File: src/rtl/line_pkg.sv
// Shared definitions for the filler/sealer line supervisor and the station top.
// State codes are plain 3-bit constants so they can be compared directly
// against the fault_ph_o / state_o buses by anything bound to this block.
package line_pkg;

    // Supervisor state codes (IDLE=0 .. FAULT=7)
    localparam logic [2:0] ST_IDLE      = 3'd0;
    localparam logic [2:0] ST_REQ_FILL  = 3'd1;
    localparam logic [2:0] ST_WAIT_FILL = 3'd2;
    localparam logic [2:0] ST_WAIT_SEAL = 3'd3;
    localparam logic [2:0] ST_INSPECT   = 3'd4;
    localparam logic [2:0] ST_RELEASE   = 3'd5;
    localparam logic [2:0] ST_DONE      = 3'd6;
    localparam logic [2:0] ST_FAULT     = 3'd7;

    typedef logic [2:0] state_t;

    // Bit positions inside the station status bus
    localparam int LLENANDO  = 0;
    localparam int SELLANDO  = 1;
    localparam int SEAL_DONE = 2;
    localparam int STATUS_W  = 3;

    // Width of the per-state phase timers
    localparam int TMR_W = 16;

    // States in which a batch is actively being worked on
    function automatic logic is_busy_state(input state_t st);
        return (st == ST_REQ_FILL)  || (st == ST_WAIT_FILL) ||
               (st == ST_WAIT_SEAL) || (st == ST_INSPECT)   ||
               (st == ST_RELEASE);
    endfunction

    // States that wait on the station and are therefore guarded by the timeout
    function automatic logic is_timed_state(input state_t st);
        return (st == ST_REQ_FILL)  || (st == ST_WAIT_FILL) ||
               (st == ST_WAIT_SEAL) || (st == ST_RELEASE);
    endfunction

endpackage

File: src/rtl/phase_timer.sv
// Saturating cycle counter used to measure how long the supervisor has sat in
// a state. clear_i has priority; expired_o is high once LIMIT cycles have been
// counted and stays high (the count stops) until the next clear.
module phase_timer
    import line_pkg::*;
#(
    parameter int          W     = TMR_W,
    parameter int unsigned LIMIT = 1000
) (
    input  logic clk,
    input  logic rst_n,
    input  logic clear_i,
    input  logic enable_i,
    output logic expired_o
);

    localparam logic [W-1:0] LIMIT_V = W'(LIMIT);

    logic [W-1:0] count_q;
    logic [W-1:0] count_d;

    assign expired_o = (count_q >= LIMIT_V);

    // Next count: clear wins, otherwise count up until the limit is reached
    always_comb begin
        count_d = count_q;
        if (clear_i) begin
            count_d = '0;
        end else if (enable_i && !expired_o) begin
            count_d = count_q + W'(1);
        end
    end

    // Count register
    always_ff @(posedge clk or negedge rst_n) begin
        if (!rst_n) begin
            count_q <= '0;
        end else begin
            count_q <= count_d;
        end
    end

endmodule

File: src/rtl/line_supervisor_fsm.sv
// Batch supervisor for the filler/sealer station pair.
// Sequences fill -> seal -> inspect -> release for each product of a batch,
// counts completed units and raises a sticky fault if the station stalls in
// any waiting phase for TIMEOUT_CYC cycles. All outputs are registered from
// the next-state value, so every output changes one clock after the input
// that caused it was sampled.
//
// Station handshake: startfill_o is held until the filler reports llenando_i;
// productook_o is held until the sealer drops sellando_i. Each command is a
// level that the station acknowledges with a status level, never a pulse.
module line_supervisor_fsm
    import line_pkg::*;
#(
    parameter int TIMEOUT_CYC = 1000,
    parameter int INSPECT_CYC = 4,
    parameter int CNT_W       = 8
) (
    input  logic             clk,
    input  logic             rst_n,
    input  logic             run_i,
    input  logic             abort_i,
    input  logic             clear_i,
    input  logic [CNT_W-1:0] batch_size_i,
    input  logic             llenando_i,
    input  logic             sellando_i,
    input  logic             seal_done_i,
    output logic             startfill_o,
    output logic             productook_o,
    output logic             busy_o,
    output logic             done_o,
    output logic             fault_o,
    output logic [2:0]       fault_ph_o,
    output logic [CNT_W-1:0] units_o,
    output logic [2:0]       state_o
);

    // INSPECT lasts INSPECT_CYC cycles: the timer expires after INSPECT_CYC-1
    // counts because the entry cycle itself is the first inspect cycle.
    localparam int unsigned INSP_LIMIT = (INSPECT_CYC > 1) ? INSPECT_CYC - 1 : 0;

    state_t           state_q, state_d;
    logic [CNT_W-1:0] size_q, size_d;
    logic [CNT_W-1:0] units_q, units_d;
    logic [CNT_W-1:0] units_inc;
    logic [2:0]       fault_ph_q, fault_ph_d;
    logic             startfill_q, startfill_d;
    logic             productook_q, productook_d;
    logic             busy_q, busy_d;
    logic             done_q, done_d;
    logic             fault_q, fault_d;

    logic [STATUS_W-1:0] status;
    logic                state_change;
    logic                tmo_expired;
    logic                insp_expired;

    // Gather station status into the shared bus layout
    always_comb begin
        status            = '0;
        status[LLENANDO]  = llenando_i;
        status[SELLANDO]  = sellando_i;
        status[SEAL_DONE] = seal_done_i;
    end

    assign state_change = (state_d != state_q);
    assign units_inc    = units_q + CNT_W'(1);

    // Watchdog for the station-facing wait states
    phase_timer #(
        .W     (TMR_W),
        .LIMIT (TIMEOUT_CYC)
    ) u_timeout (
        .clk       (clk),
        .rst_n     (rst_n),
        .clear_i   (state_change),
        .enable_i  (is_timed_state(state_q)),
        .expired_o (tmo_expired)
    );

    // Fixed inspection delay between seal completion and product release
    phase_timer #(
        .W     (TMR_W),
        .LIMIT (INSP_LIMIT)
    ) u_inspect (
        .clk       (clk),
        .rst_n     (rst_n),
        .clear_i   (state_change),
        .enable_i  (state_q == ST_INSPECT),
        .expired_o (insp_expired)
    );

    // Next-state logic; in every wait state the order is abort, then
    // progress, then timeout, so a late station response still counts.
    always_comb begin
        state_d    = state_q;
        size_d     = size_q;
        units_d    = units_q;
        fault_ph_d = fault_ph_q;

        case (state_q)
            ST_IDLE: begin
                if (run_i && (batch_size_i != '0)) begin
                    size_d  = batch_size_i;
                    units_d = '0;
                    state_d = ST_REQ_FILL;
                end
            end

            ST_REQ_FILL: begin
                if (abort_i) begin
                    state_d = ST_IDLE;
                end else if (status[LLENANDO]) begin
                    state_d = ST_WAIT_FILL;
                end else if (tmo_expired) begin
                    state_d    = ST_FAULT;
                    fault_ph_d = ST_REQ_FILL;
                end
            end

            ST_WAIT_FILL: begin
                if (abort_i) begin
                    state_d = ST_IDLE;
                end else if (status[SELLANDO]) begin
                    state_d = ST_WAIT_SEAL;
                end else if (tmo_expired) begin
                    state_d    = ST_FAULT;
                    fault_ph_d = ST_WAIT_FILL;
                end
            end

            ST_WAIT_SEAL: begin
                if (abort_i) begin
                    state_d = ST_IDLE;
                end else if (status[SEAL_DONE]) begin
                    state_d = ST_INSPECT;
                end else if (tmo_expired) begin
                    state_d    = ST_FAULT;
                    fault_ph_d = ST_WAIT_SEAL;
                end
            end

            ST_INSPECT: begin
                if (abort_i) begin
                    state_d = ST_IDLE;
                end else if (insp_expired) begin
                    state_d = ST_RELEASE;
                end
            end

            ST_RELEASE: begin
                if (abort_i) begin
                    state_d = ST_IDLE;
                end else if (!status[SELLANDO]) begin
                    units_d = units_inc;
                    state_d = (units_inc == size_q) ? ST_DONE : ST_REQ_FILL;
                end else if (tmo_expired) begin
                    state_d    = ST_FAULT;
                    fault_ph_d = ST_RELEASE;
                end
            end

            ST_DONE: begin
                state_d = ST_IDLE;
            end

            ST_FAULT: begin
                if (clear_i) begin
                    state_d    = ST_IDLE;
                    fault_ph_d = '0;
                end
            end

            default: begin
                state_d = ST_IDLE;
            end
        endcase
    end

    // Moore outputs decoded from the next state so they register with it
    always_comb begin
        startfill_d  = (state_d == ST_REQ_FILL);
        productook_d = (state_d == ST_RELEASE);
        busy_d       = is_busy_state(state_d);
        done_d       = (state_d == ST_DONE);
        fault_d      = (state_d == ST_FAULT);
    end

    // State, batch bookkeeping and output registers
    always_ff @(posedge clk or negedge rst_n) begin
        if (!rst_n) begin
            state_q      <= ST_IDLE;
            size_q       <= '0;
            units_q      <= '0;
            fault_ph_q   <= '0;
            startfill_q  <= 1'b0;
            productook_q <= 1'b0;
            busy_q       <= 1'b0;
            done_q       <= 1'b0;
            fault_q      <= 1'b0;
        end else begin
            state_q      <= state_d;
            size_q       <= size_d;
            units_q      <= units_d;
            fault_ph_q   <= fault_ph_d;
            startfill_q  <= startfill_d;
            productook_q <= productook_d;
            busy_q       <= busy_d;
            done_q       <= done_d;
            fault_q      <= fault_d;
        end
    end

    assign startfill_o  = startfill_q;
    assign productook_o = productook_q;
    assign busy_o       = busy_q;
    assign done_o       = done_q;
    assign fault_o      = fault_q;
    assign fault_ph_o   = fault_ph_q;
    assign units_o      = units_q;
    assign state_o      = state_q;

endmodule

File: config.mk
export PLATFORM = sky130hd
export DESIGN_NAME = line_supervisor_fsm
export DESIGN_NICKNAME = d
export VERILOG_FILES = /design/src/rtl/line_pkg.sv /design/src/rtl/phase_timer.sv /design/src/rtl/line_supervisor_fsm.sv
export SDC_FILE = /design/constraint.sdc
export NUM_CORES = 1
export LEC_CHECK = 0
export CAP_MARGIN = 15
export CORE_ASPECT_RATIO = 1.5
export CORE_MARGIN = 10
export CORE_UTILIZATION = 24
export CTS_CLUSTER_DIAMETER = 120
export CTS_CLUSTER_SIZE = 14
export DETAILED_ROUTE_END_ITERATION = 7
export GPL_ROUTABILITY_DRIVEN = 1
export GPL_TIMING_DRIVEN = 0
export PLACE_DENSITY_LB_ADDON = 0.25
export SLEW_MARGIN = 30
export SYNTH_ARGS = -nofsm -noshare
export SYNTH_HDL_FRONTEND = slang
export SYNTH_HIERARCHICAL = 1
export SYNTH_SLANG_ARGS = --single-unit
File: constraint.sdc
create_clock -name clk -period 4.6 [get_ports clk]
set_input_delay 0.92 -clock clk [delete_from_list [all_inputs] [get_ports clk]]
set_output_delay 0.92 -clock clk [all_outputs]
set_load 0.01 [all_outputs]
==> results by group <==
Power
  • Clock Power Share: a little over two fifths
  • P_leak: 1.66 nW
  • Internal power: 0.00114 W
  • Overall power: around 0.0016 W
  • Sw Share: between 20 and 30%
  • PwrDens: approximately 400 nW/µm²
  • Reg power frac: roughly 39%
  • Comb power frac: 18.4%
  • Sw Pwr: about 0.00042 W
  • VDD IR-drop max: 0.209 mV

Detailed routing
  • Drt drc: 0
  • Initial DRC count: 110
  • WL/cell: about 15 µm
  • Via count: between 2,000 and 2,500
  • TritonRoute pass-1 iters: 4
  • Final wirelength: ~7.4 mm
  • Drt via density: around 5
  • Antenna Nets Post-Route: 0

STA
  • Final WS setup: 1.05 ns
  • Worst Skew: 0.00548 ns
  • FMAX: roughly 280 MHz
  • Relative slew slack: between 50% and 60%
  • RSZ-0062 raised after global routing: false
  • Final period util: 77.2%
  • Max Slew Vio Count: 0
  • Final setup violation count: 0
  • Setup TNS: 0 ns
  • Hold Fails Final Rpt: 0
  • Worst-Margin Slew: around 0.61 ns
  • Final Critical Period: 3.55 ns

Clock network
  • Worst-Skew Late Latency: around 0.33 ns
  • CTS Hold Bufs: 0
  • TritonCTS clock tree: done
  • # clock sinks: between 50 and 60
  • Clk pin slew, worst setup/hold paths: around 0.050 ns
  • Setup bufs post-CTS: 0
  • Root Buffer Master: clkbuf_16
  • H-tree depth: 3
  • Max Root-Sink Buffers: 2
  • CTS resizes: 0
  • Total CTS buffers: 9

Global route
  • Initial antenna violation count: 0
  • Gr ovfl total: 0
  • Largest net degree at the start of global routing: between 40 and 50
  • Vias in the first global route: approximately 2,500
  • First-pass GRT wire length: around 13 mm
  • Total Routing Usage GR: around 9%

Placement
  • HPWL after DPL: between 5 and 6 mm
  • Dpl cells: ~480
  • Dpl cell area: 3590 µm²
  • GPL Wtd Cong: 0.800
  • Port Buffer Count: 34
  • Pre-CTS setup slack: slightly below 0.7 ns

Logic synthesis
  • Count of unique library cells instantiated by Yosys: 61
  • Register area share after synthesis: between 40% and 50%
  • Synth Instances: ~290
  • Async S/R FF share, synth: 100%
  • Synth area leaders: dfrtp_1 (49%), nor2b_1 (4.1%), mux2_2 (3.7%), o21ai_0 (3.5%), a21oi_1 (2.6%)
  • Yosys warns: 6
  • Number of synthesized flops with an enable pin: 0
  • Synth top area share: about half
  • Syn Std Cell Area: slightly above 3000 µm²
  • Main synth FF type: dfrtp_1
  • Yosys reg bits: ~60
  • Mean post-synth cell area: ~11 µm²
  • Yosys top cell by area: dfrtp_1
  • Synthesized net count: 308

Setup path
  • Critical Path Fanout Max: 16
  • Crit Path Class: in2reg
  • CP max stage delay: between 0.4 and 0.5 ns
  • Crit start category: input pin
  • Worst Path Arrival: ~3.8 ns
  • Crit path capture type: flop
  • CP Cell Sequence: clkdlybuf4s50_1, or4b_1, a21oi_2, nand3b_1, a221oi_1, nand4b_1, and2b_2, mux2_1
  • Delay-heaviest family, CP: simple AND/OR/NAND/NOR gates
  • Worst Path Buf+Inv: 1
  • Data required, critical path: about 4.8 ns
  • Slowest cell on crit path: nand4b_1

Floorplan
  • Std-Cell Rows: 50
  • Die height: around 160 µm
  • Width of the die: roughly 110 µm
  • Die ar.: about 18,000 µm²
  • Initial Util: 24.4%
  • Boundary Pins: 35
  • Core Footprint: roughly 12,000 µm²

Cells and area
  • Design area: between 3000 and 4000 µm²
  • Post-Layout Cell Count: 494
  • Nets: 354
  • Synthesis-to-layout area growth: 28.2%
  • ANT cells: 0
  • Fraction of final layout cells sized beyond drive strength 1: roughly 15%

Run status
  • Run status: complete, no violations

Worst hold path
  • Hold WC Path Type: in2async

Flow run
  • Max-cap viol count: 0
cell families (layout without fill, tap and decap cells):
logic type,after synthesis,after routing,synth area share (%)
simple gates,120,120,25.5
mux,13,13,4.74
buf+inv,21,71,3.46
compound gates,59,59,12.0
fa+ha+maj,4,4,1.65
xor+xnor,12,12,3.92
flops,59,59,48.7
metal layers:
layer	global-route usage, %	wire, µm	vias to the layer above
met5	0	0	-
met3	2.58	384	17
met1	9.35	3010	1198
met2	15.7	3870	55
met4	4.54	170	0
li1	-	-	1138
state kept, by name, summed over array words and instances (netlist names):
signal             count
startfill_o            1
done_o                 1
u_inspect/count_q     16
fault_ph_o             3
busy_o                 1
size_q                 8
u_timeout/count_q     16
state_o                3
units_o                8
fault_o                1
productook_o           1
cell usage in the layout, fill, tap and decap left out, drive strengths merged, types with 2 or more instances in the layout:
| cell type | Yosys | final |
|---|---|---|
| o31ai | 8 | 8 |
| nand4 | 3 | 3 |
| xnor2 | 7 | 7 |
| and2b | 2 | 2 |
| and3 | 7 | 7 |
| or4 | 7 | 7 |
| nor3b | 2 | 2 |
| nand3b | 3 | 3 |
| a21oi | 17 | 17 |
| o21ai | 21 | 21 |
| ha | 4 | 4 |
| nor2 | 12 | 12 |
| buf | 6 | 8 |
| o2111ai | 2 | 2 |
| nand2b | 4 | 4 |
| nor4b | 2 | 2 |
| dfrtp | 59 | 59 |
| and2 | 3 | 3 |
| nor3 | 5 | 5 |
| mux2 | 11 | 11 |
| nor2b | 22 | 22 |
| xor2 | 4 | 4 |
| mux2i | 2 | 2 |
| nor4 | 6 | 6 |
| inv | 13 | 13 |
| and3b | 2 | 2 |
| clkbuf | 2 | 15 |
| clkdlybuf4s50 | 0 | 33 |
| or3 | 3 | 3 |
| and4 | 3 | 3 |
| nand3 | 14 | 14 |
| nand2 | 16 | 16 |
layout make-up:
class	instances	area (µm²)
sequential	59	1480
fill	1248	8560
inverter	13	48.8
tap	156	195
clock buffer	13	260
clock inverter	2	35.0
buffer	8	56.3
timing repair buffer	35	365
multi-input combinational	208	1450
power by group through the flow:
stage / sequential, W / clock [W] / combinational (W)
after global routing: 0.000607 / 0.000713 / 0.000319
final: 0.000600 / 0.000669 / 0.000286
after detailed placement: 0.000610 / 0 / 0.000290
after floorplan: 0.000602 / 0 / 0.000179
after CTS: 0.000601 / 0.000687 / 0.000292
after global placement: 0.000609 / 0 / 0.000285
per-stage QoR:
stage          utilization (%)  hold WS (ns)
2_1_floorplan                -         0.465
3_3_place_gp              28.7         0.488
3_5_place_dp              28.9         0.490
4_1_cts                   31.2         0.448
5_1_grt                   31.2         0.458
6_report                  31.2         0.451
cell usage after synthesis (2+ instances only):
cell	n
or3_1	3
buf_2	3
nor4b_1	2
o31ai_1	8
and3_1	6
inv_1	12
nor4_1	2
o2111ai_1	2
nor3b_2	2
xor2_1	4
dfrtp_1	59
clkbuf_1	2
a21oi_1	16
nor3_1	4
nor2b_1	20
nand3_1	13
mux2_2	10
nor2_1	12
nand2b_1	4
and2_1	2
xnor2_1	7
nand4_1	3
buf_6	3
o21ai_0	21
nand2_1	16
nor2b_2	2
nand3b_1	3
and3b_1	2
and4_2	2
nor4_2	3
mux2i_1	2
ha_1	4
or4_1	6
final timing paths:
check	start	to	slack, ns	cells after the start
worst min register to register	u_timeout/count_q[15]$_DFFE_PN0P_	u_timeout/count_q[15]$_DFFE_PN0P_	0.50	1
worst max register to register	u_timeout/count_q[11]$_DFFE_PN0P_	u_timeout/count_q[7]$_DFFE_PN0P_	1.34	10
worst min-delay path	rst_n	units_o[2]$_DFFE_PN0P_	0.45	1
worst max-delay path	run_i	u_inspect/count_q[0]$_DFFE_PN0P_	1.05	8
max in group asynchronous	rst_n	busy_o$_DFF_PN0_	3.65	2
min in group clk	u_timeout/count_q[15]$_DFFE_PN0P_	u_timeout/count_q[15]$_DFFE_PN0P_	0.50	1
No activity file was read; power rests on OpenSTA's default activity.
==> edit 1 (config.mk and constraints unchanged) <==
The output `startfill_o` loses its register stage (`startfill_q` becomes a continuous assignment).
--- a/src/rtl/line_supervisor_fsm.sv
+++ b/src/rtl/line_supervisor_fsm.sv
@@ -193,5 +193,4 @@
             units_q      <= '0;
             fault_ph_q   <= '0;
-            startfill_q  <= 1'b0;
             productook_q <= 1'b0;
             busy_q       <= 1'b0;
@@ -203,5 +202,4 @@
             units_q      <= units_d;
             fault_ph_q   <= fault_ph_d;
-            startfill_q  <= startfill_d;
             productook_q <= productook_d;
             busy_q       <= busy_d;
@@ -210,4 +208,6 @@
         end
     end
+
+    assign startfill_q = startfill_d;
 
     assign startfill_o  = startfill_q;
Function: changed (Yosys sat finds a counterexample within 4 cycles, from zero or initial values and one cycle with rst_n low).
==> edit 1 against the unedited design <==
  * Total power grew 0.82%
  * Wire length is 3.1% higher
  * Sequential share of layout area down 1.0 points
  * Combinational power rose by 29%
  * Sequential cell count down 1
  * Area after synthesis grew 1.3%
  * Worst setup slack got worse by 0.85 ns
  * Final area up 1.0%
  * Register-to-register slack worse by 0.37 ns
  * Die area grew 1.1%
  * Largest cell class is now multi-input gates
==> edit 1: results (changes against the unedited design) <==
[placement]
dp_worst_setup_slack_ns=0.0181  ; -0.656 ns
numPlacedInstances=503  ; +5.0%
half_perimeter_wire_length_of_the_detailed_placement_result_mm=5.64  ; +3.3%
place.port_buffers=33  ; -2.9%
place.gp.congestion=0.749  ; -6.4%

[grt]
grt_start_max_net_pins=45  ; -2.2%
grt_use_total_pct=8.94  ; +0.071 points
grt.met1_usage_pct=9.33  ; -0.024 points
met3_usage_pct=2.49  ; -0.090 points
grt_util_met2_pct=16.0  ; +0.32 points
grt_first_pass_wirelength_mm=12.9  ; about the same

[synthesis]
synth-async-reset-ratio_pct=100  ; unchanged
yosys-top-cells-count=dfrtp_1, nand2_1, o21ai_0
syn_avg_cell_area_um2=9.81  ; -6.8%
yosys.cell_types.count=65  ; +6.6%
ys_top_cells_by_area=dfrtp_1, nor2b_1, nand2_1, o21ai_0, a21oi_1
syn-num-nets=333  ; +8.1%
fraction_of_the_yosys_area_taken_by_sequential_cells_pct=47.3  ; -1.4 points

[routing]
via_count_of_the_routed_design=2489  ; +3.4%
route.detailed.wl_per_inst_um=14.7  ; -2.3%
first_iter_violations=72  ; -35%

[sta]
clock-skew-final_ns=0.00686  ; +0.00138 ns
hold_slack_ns=0.452  ; +0.00112 ns
worst_slew_pin_slew_ns=0.702  ; +0.0893 ns
period_share_pct=95.8  ; +19 points

[power]
irDropWorstVdd_v=0.000201  ; -3.8%
static-leakage-power_nw=1.67  ; +0.54%
fraction_of_power_spent_switching_nets_pct=31.6  ; +4.7 points

[final_layout]
final_layout_size_suffix_gt1_share_pct=11.5  ; -3.9 points
final-instance-count-excl-fill=521  ; +5.5%
final_net_count=380  ; +7.3%

[setup_path]
regToRegSetupSlack_ns=0.97  ; -0.37 ns
worst_path_largest_cell_delay_ns=0.56  ; +0.07 ns
arrival_ns=3.48  ; -0.28 ns
crit_fanout=6  ; -10

[outcome]
outcome=complete, no violations

==> edit 1: changes by cell type after synthesis, sizes merged, moves of 3 or more <==
cell,unedited run,this run
mux2,11,1
nand3,14,10
clkbuf,2,9
nor4b,2,5
nand2,16,34
a21oi,17,20
buf,6,3
and3,7,4
==> edit 1: power by group through the flow <==
stage / Combinational, mW / Sequential (mW) / Clock, mW
after floorplan: 0.233 / 0.594 / 0
after global placement: 0.348 / 0.596 / 0
after detailed placement: 0.358 / 0.597 / 0
after CTS: 0.361 / 0.588 / 0.625
after global routing: 0.413 / 0.595 / 0.649
final: 0.370 / 0.587 / 0.610
==> edit 1: kinds of logic (layout without fill, tap and decap cells) <==
kind of cell             after synthesis  count (layout)  share of synthesized area [%]
AO/OA/AOI/OAI                         69              69                           14.1
flip-flops                            58              58                           47.3
multiplexers                           2               2                          0.692
AND/OR/NAND/NOR                      143             143                           29.0
adder cells (fa/ha/maj)                4               4                           1.63
buffers and inverters                 25              77                           3.46
XOR/XNOR                              12              12                           3.91
==> edit 1: worst max-delay path: cells and delay by family <==
kind	cells	cell delay, ns
AOI/OAI and AO/OA	2	0.67
buffers and inverters	2	1.10
and+or+nand+nor	4	0.80
==> edit 1: layer usage <==
metal,up-vias,routed length (um)
li1,1221,-
met1,1208,3220
met2,47,3970
met3,13,299
met4,0,171
met5,-,0
==> edit 1: path summary, 6_finish.rpt <==
check | from | end | depth (start not counted)
max | abort_i | startfill_o | 8
min | rst_n | u_timeout/count_q[1]$_DFFE_PN0P_ | 1
max reg2reg | units_o[0]$_DFFE_PN0P_ | u_timeout/count_q[0]$_DFFE_PN0P_ | 9
min reg2reg | fault_ph_o[0]$_DFFE_PN0P_ | fault_ph_o[0]$_DFFE_PN0P_ | 1
max in group asynchronous | rst_n | u_timeout/count_q[13]$_DFFE_PN0P_ | 2
min in group clk | fault_ph_o[0]$_DFFE_PN0P_ | fault_ph_o[0]$_DFFE_PN0P_ | 1
==> edit 1: layout make-up <==
| cell class | count | area (um2) |
|---|---|---|
| Sequential cell | 58 | 1450 |
| Clock buffer | 11 | 243 |
| Buffer | 12 | 60.1 |
| Fill cell | 1338 | 8580 |
| Clock inverter | 5 | 30.0 |
| Inverter | 13 | 48.8 |
| Timing Repair Buffer | 36 | 370 |
| Tap cell | 156 | 195 |
| Multi-Input combinational cell | 230 | 1530 |
==> edit 1: stage by stage <==
step / total power, mW / instance area (um2)
2_1_floorplan: 0.828 / 3070
3_3_place_gp: 0.944 / 3600
3_5_place_dp: 0.955 / 3620
4_1_cts: 1.57 / 3890
5_1_grt: 1.66 / 3930
6_report: 1.57 / 3930
==> edit 1: what timing repair did <==
item,CTS,global route
setup buffers,0,2
setup endpoints to repair,0,1
resized for setup,0,3
==> edit 2 (same settings) <==
Without the edit above. Set the parameter `CNT_W` to 12 (it was 8).
--- a/src/rtl/line_supervisor_fsm.sv
+++ b/src/rtl/line_supervisor_fsm.sv
@@ -14,5 +14,5 @@
     parameter int TIMEOUT_CYC = 1000,
     parameter int INSPECT_CYC = 4,
-    parameter int CNT_W       = 8
+    parameter int CNT_W       = 12
 ) (
     input  logic             clk,
Ports: changed (resized batch_size_i and units_o); port bits go from 35 to 43. No check against the original RTL was run, so the function may have changed too.
==> edit 2 against the unedited design <==
  * Worst setup slack got worse by 0.28 ns
  * Total power increased by 16%
  * Sequential cell count increased by 8
  * Wire length increased by 30%
  * Final area increased by 19%
  * First-iteration DRC count increased by 32%
  * Area after synthesis increased by 19%
  * Register-to-register slack got worse by 0.27 ns
  * Via count increased by 25%
  * Critical path depth increased by 3
  * Sequential power increased by 14%
  * Critical endpoint is now u_timeout/count_q[3]$_DFFE_PN0P_
==> edit 2: results (changes against the unedited design) <==
[setup_path]
arrival_ns=4.08  ; +0.32 ns
worst_path_largest_cell_delay_ns=0.43  ; -0.06 ns
crit_fanout=16  ; unchanged
cpMaxStageDelayCell=clkdlybuf4s50_1

[synthesis]
yosys.cell_types.count=62  ; +1.6%
yosys-top-cells-count=dfrtp_1, nor2_1, o21ai_0
fraction_of_the_yosys_area_taken_by_sequential_cells_pct=46.6  ; -2.1 points
synth-async-reset-ratio_pct=100  ; unchanged
yosys_warnings=6  ; unchanged
syn_avg_cell_area_um2=9.65  ; -8.3%
ys_top_cells_by_area=dfrtp_1, o21ai_0, mux2_2, nor2b_1, nor2_1
syn-num-nets=397  ; +29%
synth-main-ff-cell=dfrtp_1

[clocking]
tritoncts.num_buffers=9  ; unchanged
clk_pin_slew_ns=0.06
ctsResizeCount=0  ; unchanged
cts_buffer_depth=2  ; unchanged
root_buffer=clkbuf_16
post_cts_repair_setup_buffers=0  ; unchanged
ctsHtreeMaxLevel=3  ; unchanged
clkLatencyLatePin_ns=0.33  ; about the same

[power]
irDropWorstVdd_v=0.000159  ; -24%
fraction_of_power_spent_switching_nets_pct=27.9  ; +1.0 points
static-leakage-power_nw=1.90  ; +14%

[grt]
antenna_violations_before_repair=0  ; unchanged
grt_start_max_net_pins=46  ; unchanged
grt_use_total_pct=9.85  ; +0.98 points
grt_first_pass_wirelength_mm=16.0  ; +24%
via_count_of_the_first_global_routing_pass=3109  ; +22%

[final_layout]
registers_with_the_most_flip_flops=u_inspect/count_q (16), u_timeout/count_q (16)
final_layout_size_suffix_gt1_share_pct=12.0  ; -3.3 points
final_net_count=451  ; +27%
diodes=0  ; unchanged

[placement]
half_perimeter_wire_length_of_the_detailed_placement_result_mm=7.39  ; +35%
dpl_cell_area_mm2=0.00429  ; +19%
place.gp.congestion=0.842  ; +5.3%
place.port_buffers=42  ; +24%
numPlacedInstances=612  ; +28%

[worst_hold_path]
worstHoldPathType=in -> async

[routing]
firstDrtPassIters=5  ; +1
route.detailed.wl_per_inst_um=15.4  ; +2.1%
drt-vias-per-instance=4.81  ; -1.3%
route.final.wire_length_mm=9.65  ; +30%
first_iter_violations=145  ; +32%

[sta]
clock-skew-final_ns=0.00822  ; +0.00274 ns
report.final.slew_viol_count=0  ; unchanged
worst_slew_pin_slew_ns=0.656  ; +0.0433 ns

[outcome]
outcome=complete, no violations

[edit 2: cell type report]
type | count | area (um2)
fillers | 1527 | 10000
multi-input cells | 275 | 1780
flip-flops and latches | 67 | 1680
repair buffers | 43 | 445
clock buffers | 12 | 256
well taps | 196 | 245
plain buffers | 16 | 85.1
clock inverters | 4 | 72.6
inverters | 15 | 56.3
[edit 2: critical path: cells and delay by family]
kind            cells  cell delay, ns
buf+inv             3            0.88
compound gates      4            1.10
simple gates        4            1.15
[edit 2: kinds of logic (layout without fill, tap and decap cells)]
| logic type | count (synthesis) | count (layout) | synth area share, % |
|---|---|---|---|
| AOI/OAI and AO/OA | 94 | 94 | 17.0 |
| xor gates and xnor gates | 13 | 13 | 3.16 |
| adders and majority gates | 4 | 4 | 1.39 |
| buffers and inverters | 31 | 90 | 3.93 |
| DFF | 67 | 67 | 46.6 |
| muxes | 16 | 16 | 4.90 |
| and+or+nand+nor | 148 | 148 | 23.1 |
[edit 2: routing by layer]
| layer | vias up | track usage, % | part of all wire [%] |
|---|---|---|---|
| met4 | 0 | 4.32 | 1.4 |
| met2 | 49 | 17.5 | 53 |
| li1 | 1475 | - | - |
| met3 | 10 | 2.62 | 3.4 |
| met5 | - | 0 | 0 |
| met1 | 1486 | 10.8 | 42 |
[edit 2: worst paths after layout]
check / startpoint / to / slack, ns / cells after the start
setup / recovery: batch_size_i[3] / u_timeout/count_q[3]$_DFFE_PN0P_ / 0.77 / 11
hold / removal: rst_n / u_timeout/count_q[7]$_DFFE_PN0P_ / 0.49 / 1
setup reg to reg: u_timeout/count_q[5]$_DFFE_PN0P_ / u_inspect/count_q[0]$_DFFE_PN0P_ / 1.07 / 13
hold reg to reg: fault_ph_o[2]$_DFFE_PN0P_ / fault_ph_o[2]$_DFFE_PN0P_ / 0.50 / 1
max in group asynchronous: rst_n / size_q[5]$_DFFE_PN0P_ / 3.56 / 2
min in group clk: fault_ph_o[2]$_DFFE_PN0P_ / fault_ph_o[2]$_DFFE_PN0P_ / 0.50 / 1
[edit 2: metrics by stage]
stage | setup slack [ns] | hold slack (ns)
after floorplan | 1.53 | 0.465
after global placement | 0.289 | 0.488
after detailed placement | 0.324 | 0.488
after CTS | 0.678 | 0.489
after global routing | 0.489 | 0.494
final | 0.772 | 0.488
[edit 2: power groups by stage]
stage	Combinational, mW	Sequential (mW)	Clock, mW
after floorplan	0.237	0.690	0
final	0.355	0.685	0.763
after global placement	0.346	0.696	0
after detailed placement	0.357	0.696	0
after global routing	0.397	0.694	0.819
after CTS	0.359	0.686	0.789
